==> config.mk <==
export PLATFORM = sky130hd
export DESIGN_NAME = sd_cmd_tx
export DESIGN_NICKNAME = d
export VERILOG_FILES = /design/src/rtl/sd_cmd_tx.sv
export SDC_FILE = /design/constraint.sdc
export NUM_CORES = 1
export LEC_CHECK = 0
export CORE_MARGIN = 8
export CORE_UTILIZATION = 58
export DETAILED_ROUTE_END_ITERATION = 16
export GPL_TIMING_DRIVEN = 0
export PLACE_DENSITY_LB_ADDON = 0.15
export REMOVE_ABC_BUFFERS = 1
export SETUP_SLACK_MARGIN = 0.05
export SLEW_MARGIN = 10
export SYNTH_ARGS = -nofsm -noshare
export SYNTH_HDL_FRONTEND = slang
export SYNTH_SLANG_ARGS = --single-unit
==> constraint.sdc <==
create_clock -name clk -period 4.55 [get_ports clk]
set_clock_uncertainty 0.2 [all_clocks]
set_input_delay 0.91 -clock clk [delete_from_list [all_inputs] [get_ports clk]]
set_output_delay 0.91 -clock clk [all_outputs]
set_load 0.1 [all_outputs]
==> src/rtl/sd_cmd_tx.sv <==
// SD command-line transmitter: builds the 48-bit command frame, computes CRC7
// serially over the first 40 bits and drives it MSB-first with a pad output enable.
module sd_cmd_tx #(
  parameter int unsigned CLKS_PER_BIT = 1
) (
  input  logic        clk,
  input  logic        reset,
  input  logic        cmd_start,
  input  logic [5:0]  cmd_index,
  input  logic [31:0] cmd_arg,
  output logic        busy,
  output logic        done,
  output logic        cmd_out,
  output logic        cmd_oe
);

  localparam int unsigned CNT_W = 6;
  localparam int unsigned DIV_W = 8;
  localparam int unsigned HDR_W = 40;
  localparam int unsigned CRC_W = 7;

  localparam logic [DIV_W-1:0] DIV_LAST = DIV_W'(CLKS_PER_BIT - 1);
  localparam logic [CNT_W-1:0] FIRST_BIT = CNT_W'(47);
  localparam logic [CNT_W-1:0] CRC_BIT = CNT_W'(8);
  localparam logic [CRC_W-1:0] CRC_POLY = CRC_W'(7'h09);

  typedef enum logic [1:0] {
    IDLE = 2'd0,
    SEND = 2'd1,
    DONE = 2'd2
  } state_t;

  state_t state, state_d;

  logic [HDR_W-1:0] hdr_q, hdr_d;
  logic [CRC_W-1:0] crc_q, crc_d;
  logic [CNT_W-1:0] bit_q, bit_d;
  logic [DIV_W-1:0] div_q, div_d;
  logic             bit_end_c;
  logic             fb_c;

  logic busy_d, done_d, cmd_out_d, cmd_oe_d;

  assign bit_end_c = (div_q == DIV_LAST);

  // State register
  always_ff @(posedge clk or posedge reset) begin
    if (reset) state <= IDLE;
    else       state <= state_d;
  end

  // Next-state logic
  always_comb begin
    state_d = state;
    case (state)
      IDLE:    if (cmd_start) state_d = SEND;
      SEND:    if (bit_end_c && (bit_q == '0)) state_d = DONE;
      DONE:    state_d = IDLE;
      default: state_d = IDLE;
    endcase
  end

  // Frame datapath: header shifter, CRC7 and bit/divider counters
  always_comb begin
    hdr_d = hdr_q;
    crc_d = crc_q;
    bit_d = bit_q;
    div_d = div_q;
    fb_c  = hdr_q[HDR_W-1] ^ crc_q[CRC_W-1];
    case (state)
      IDLE: begin
        if (cmd_start) begin
          hdr_d = {2'b01, cmd_index, cmd_arg};
          crc_d = '0;
          bit_d = FIRST_BIT;
          div_d = '0;
        end
      end
      SEND: begin
        if (bit_end_c) begin
          div_d = '0;
          bit_d = bit_q - CNT_W'(1);
          if (bit_q >= CRC_BIT) begin
            hdr_d = {hdr_q[HDR_W-2:0], 1'b0};
            crc_d = {crc_q[CRC_W-2:0], 1'b0} ^ (fb_c ? CRC_POLY : '0);
          end else begin
            // CRC is final; shift it out MSB-first
            crc_d = {crc_q[CRC_W-2:0], 1'b0};
          end
        end else begin
          div_d = div_q + DIV_W'(1);
        end
      end
      default: ;
    endcase
  end

  always_ff @(posedge clk or posedge reset) begin
    if (reset) begin
      hdr_q <= '0;
      crc_q <= '0;
      bit_q <= '0;
      div_q <= '0;
    end else begin
      hdr_q <= hdr_d;
      crc_q <= crc_d;
      bit_q <= bit_d;
      div_q <= div_d;
    end
  end

  // Output decode from next-cycle state so the pad outputs can be registered
  always_comb begin
    busy_d    = 1'b0;
    done_d    = 1'b0;
    cmd_out_d = 1'b1;
    cmd_oe_d  = 1'b0;
    case (state_d)
      SEND: begin
        busy_d   = 1'b1;
        cmd_oe_d = 1'b1;
        if (bit_d >= CRC_BIT)  cmd_out_d = hdr_d[HDR_W-1];
        else if (bit_d != '0)  cmd_out_d = crc_d[CRC_W-1];
        else                   cmd_out_d = 1'b1;
      end
      DONE: begin
        busy_d = 1'b1;
        done_d = 1'b1;
      end
      default: ;
    endcase
  end

  always_ff @(posedge clk or posedge reset) begin
    if (reset) begin
      busy    <= 1'b0;
      done    <= 1'b0;
      cmd_out <= 1'b1;
      cmd_oe  <= 1'b0;
    end else begin
      busy    <= busy_d;
      done    <= done_d;
      cmd_out <= cmd_out_d;
      cmd_oe  <= cmd_oe_d;
    end
  end

endmodule

Word-level counts from Yosys, hierarchy flattened
Cells that the tools add are included.
{ "op_classes": {"n_mux": 24, "add_sub_neg": 2, "eq_ne": 6, "n_bitwise": 2, "magnitude_cmp": 2, "n_reduce_logical": 10} }
{ "op_table": {"columns": ["operator", "count"], "rows": [
  ["$mux 40", 3],
  ["$pmux 40 s2", 1],
  ["$mux 7", 3],
  ["$mux 8", 2],
  ["$pmux 8 s2", 1],
  ["$pmux 7 s2", 1],
  ["$ge 6x4->1 const B", 2],
  ["$mux 6", 2],
  ["$pmux 6 s2", 1],
  ["$add 8x1->8 const B", 1],
  ["$logic_not 8->1", 1],
  ["$xor 7x4->7", 1],
  ["$logic_not 6->1", 1],
  ["$mux 1", 6],
  ["$ne 2x2->1 const B", 3],
  ["$reduce_bool 6->1", 1],
  ["$sub 6x1->6 const B", 1],
  ["$eq 2x1->1 const B", 2],
  ["$mux 2", 2],
  ["$mux 4", 1],
  ["$pmux 2 s2", 1],
  ["$reduce_and 4->1", 1],
  ["$reduce_and 3->1", 1],
  ["$eq 2x2->1 const B", 1],
  ["6 further kinds", 6]
]} }
{ "word_totals": {"in_bits": 41, "out_inout_bits": 4, "wordCells": 57, "register_bits": 67} }

Logic depth before layout (Yosys ltp)
{ "logic_depth": {"ltp_word": 9, "mapped_depth": 10, "ltp_nobuf": 10} }

Worst setup path before layout
OpenSTA, ideal clock, no wires.
{ "synth_path": {"path_kind": "in2reg", "start": "input cmd_start", "end": "register hdr_q[26]", "arrival_ps": 2202, "stages": 6, "n_path_buf": 2, "setup_time_ps": 127, "required_ps": 4223, "path_slack_ps": 2021, "path_cell_list": "nor3b_1 o22ai_1 buf_6 buf_6 a222oi_1 inv_1"} }
{ "synth_via": {"elab_chain_len": 2} }
{ "synth_rtl": {"columns": ["element", "line_no", "text"], "rows": [
  ["start, declared", "8", "input logic cmd_start,"],
  ["$ne 2x2->1 (no source line)", null, null],
  ["$reduce_and 4->1 (no source line)", null, null],
  ["end signal, assigned", "105", "hdr_q <= hdr_d;"],
  ["end, declared", "35", "logic [HDR_W-1:0] hdr_q, hdr_d;"]
]} }
No other way between the ends.
A chain may end at the register's enable or synchronous reset.

Final worst setup path
{ "layout_path": {"start": "input cmd_start", "end": "register cmd_out"} }
{ "layout_via": {"elab_chain_len": 6, "elab_cells_between_ends": 14, "cone_classes": "1 x order compare; 1 x eq/ne; 11 x mux; 1 x reduce/logical"} }
{ "layout_rtl": {"columns": ["element", "line_no", "text"], "rows": [
  ["$mux 6 *", "72", "if (cmd_start) begin"],
  ["$pmux 6 s2 *", "70", "case (state)"],
  ["named net bit_d[3]", "37", "logic [CNT_W-1:0] bit_q, bit_d;"],
  ["branches (longest 2 deep; another with $ge 6x4->1)", null, null],
  ["$mux 1 *", "122", "if (bit_d >= CRC_BIT) cmd_out_d = hdr_d[HDR_W-1];"],
  ["$mux 1 *", "118", "case (state_d)"],
  ["named net cmd_out_d", "42", "logic busy_d, done_d, cmd_out_d, cmd_oe_d;"],
  ["end signal, assigned", "143", "cmd_out <= cmd_out_d;"],
  ["end, declared", "13", "output logic cmd_out,"]
]} }
Mark *: on every way through the listed nets, which the timed path passes. The select of a mux whose other input is x is not followed.

==> metrics.txt <==
drt first pass iters=5; vias=2456; Final Cycle Share=0.747; synthesized area per cell=10.8 µm²; minimum clock period after layout=3400 ps; slew of the pin with the lowest slew margin=984 ps; max-slew violations=0; sequential cell area=1680 µm²; Critical Path End Type=flip-flop; crit path max-delay cell type=nor3b_2; CP arrival=3450 ps; io pins=45; post-synth cell types=41; non-filler instance count after layout=406; Total Wirelength=6880 µm; Critical Path, Cell by Cell=clkdlybuf4s50_1, nor3b_2, buf_4, buf_6, nor2_1, mux2i_1, nor4_1, o32a_1; dpl cells=390; delay-heaviest family, CP=buffers and inverters; Filler cells=360; Placer Congestion=0.865; HPWL Detailed=4890 µm; Final Core Density=0.742; post-layout net count=378; CP Launch Type=input pin; Core ar.=5110 µm²; Setup TNS Final=0 ps; status=finished, final reports clean; worst rel slew slack=0.342; die width=88.6 µm; Clk Latency, worst-skew pair=330 ps; mapped cell area=3060 µm²; post_cts resized=0; post-detailed-route count of antenna-violating nets=0; hold path start=crc_q[0]; post-route setup slack=1150 ps; layout cells sized above 1=0.101; TritonCTS clock tree=yes; multi-input logic area=1140 µm²; Clock Sinks=67; CP Class=input pin to flip-flop; number of max-cap violations=0; R2R setup slack=1720 ps; Root Buffer=clkbuf_8; hold crit path type=flip-flop to flip-flop; first-pass GRT wire length=11700 µm; die area=7850 µm²; postcts setup bufs=0; clk slew on worst S/H paths=70 ps; setup repair after global routing missed its margin=no; number of CTS-inserted buffers=9; Final setup violation count=0; Leakage=1.89 nW; largest cells by area after synthesis=dfrtp_1, a222oi_1, inv_1; DIE HEIGHT=88.6 µm; Yosys top cell by area=dfrtp_1; Crit Path Max Fanout=13; R2R depth=8; worst r2r src=div_q[0]; vias per inst=6.05; CP max stage delay=780 ps; Warnings, synthesis=0; Antenna Cells=0; Reg-to-Reg End=hdr_q[15]; upper clock frequency limit=294 MHz; CP required=4600 ps; initial antenna violation count=0; hold buffers post-CTS=0; number of synthesized flops with an enable pin=0; Top FF cell, synth=dfrtp_1; IO Port Bufs=44; Yosys top cell area share=0.540; grt ovf=0; Seq/Total Area, Yosys=0.549; Clock Tree Buf Depth=2; GRT Total Usage=0.192; Buf/Inv on CP=3; initial core utilization=0.599; depth of the worst hold-timing path=2; vias in the first global route=2559; WHS=274 ps; synthesis-stage register bit count=67; Area growth syn-to-layout=23.9%; final hold violation count=0; largest net degree at the start of global routing=68; WHS Endpoint=crc_q[1]; ys async rst share=1.00; drt wl/cell=17.0 µm; drt drc=0; Site Rows=26; post-place setup slack=805 ps; Mapped Cells=283; first-iteration detailed-routing DRC count=264; worst vdd rail ir drop=0.388 mV; top-count cell post-synth=dfrtp_1; htree depth=3; Power Density=566 nW/µm²; most frequent cells after synthesis=dfrtp_1, inv_1, a222oi_1, nand2_1, nor2_1
[where the power goes]
part / internal [mW] / switching [mW]
sequential: 0.829 / 0.169
clock: 0.224 / 0.217
combinational: 0.328 / 0.377
[flip-flops by register name, indices dropped and copies added, names as in the netlist, 2 cells and up]
register,cells
state,2
crc_q,7
div_q,8
hdr_q,40
bit_q,6
[kinds of logic (layout without fill, tap and decap cells)]
group | Yosys count | in the layout | share of synthesized area
muxes | 3 | 3 | 0.00982
xor gates and xnor gates | 6 | 6 | 0.0172
adders and majority gates | 6 | 6 | 0.0245
AOI/OAI and AO/OA | 62 | 62 | 0.176
DFF | 67 | 67 | 0.549
and+or+nand+nor | 77 | 77 | 0.139
buffers and inverters | 62 | 115 | 0.0851
[layout by cell type (no fill, tap or decap), drive strengths merged, types with 4 or more instances in the layout]
cell,instances
a222oi,37
buf,8
clkbuf,11
clkdlybuf4s50,44
clkinv,4
dfrtp,66
ha,6
inv,47
nand2,19
nand3,9
nand4,6
nor2,11
nor3,6
nor3b,4
nor4,5
o21ai,9
xor2,4
[worst max-delay path by stage]
stage,end,slack [ps],startpoint,cells after the start
6_report,cmd_out,1150,cmd_start,8
5_1_grt,cmd_out,990,cmd_start,8
4_1_cts,cmd_out,1150,cmd_start,8
3_5_place_dp,cmd_out,800,cmd_start,8
3_3_place_gp,hdr_q[8],-4040,cmd_start,5
2_1_floorplan,hdr_q[10],-940,cmd_start,4
[layout make-up]
| type | count | area share |
|---|---|---|
| Tap cell | 70 | 0.0231 |
| Inverter | 47 | 0.0472 |
| Timing Repair Buffer | 52 | 0.138 |
| Clock buffer | 11 | 0.0399 |
| Sequential cell | 67 | 0.443 |
| Multi-Input combinational cell | 154 | 0.302 |
| Clock inverter | 5 | 0.00726 |
[metrics by stage]
step | total power, mW | area [µm²]
2_1_floorplan | 1.47 | 2970
3_3_place_gp | 1.63 | 3500
3_5_place_dp | 1.71 | 3610
4_1_cts | 2.16 | 3790
5_1_grt | 2.29 | 3790
6_report | 2.14 | 3790
[worst min-delay path: stages, from the launching register on]
cell	delay, ps
dfrtp_1	350
nand2_1	50
nand2_1	40
[metal layers]
metal / wire length, µm / GRT usage / vias to the layer above
met5: 0 / 0 / -
met4: 145 / 0.0906 / 0
met3: 355 / 0.0455 / 15
met2: 3420 / 0.303 / 69
met1: 2970 / 0.242 / 1227
li1: - / - / 1145
Note: power is estimated with default switching activity, not from simulation.
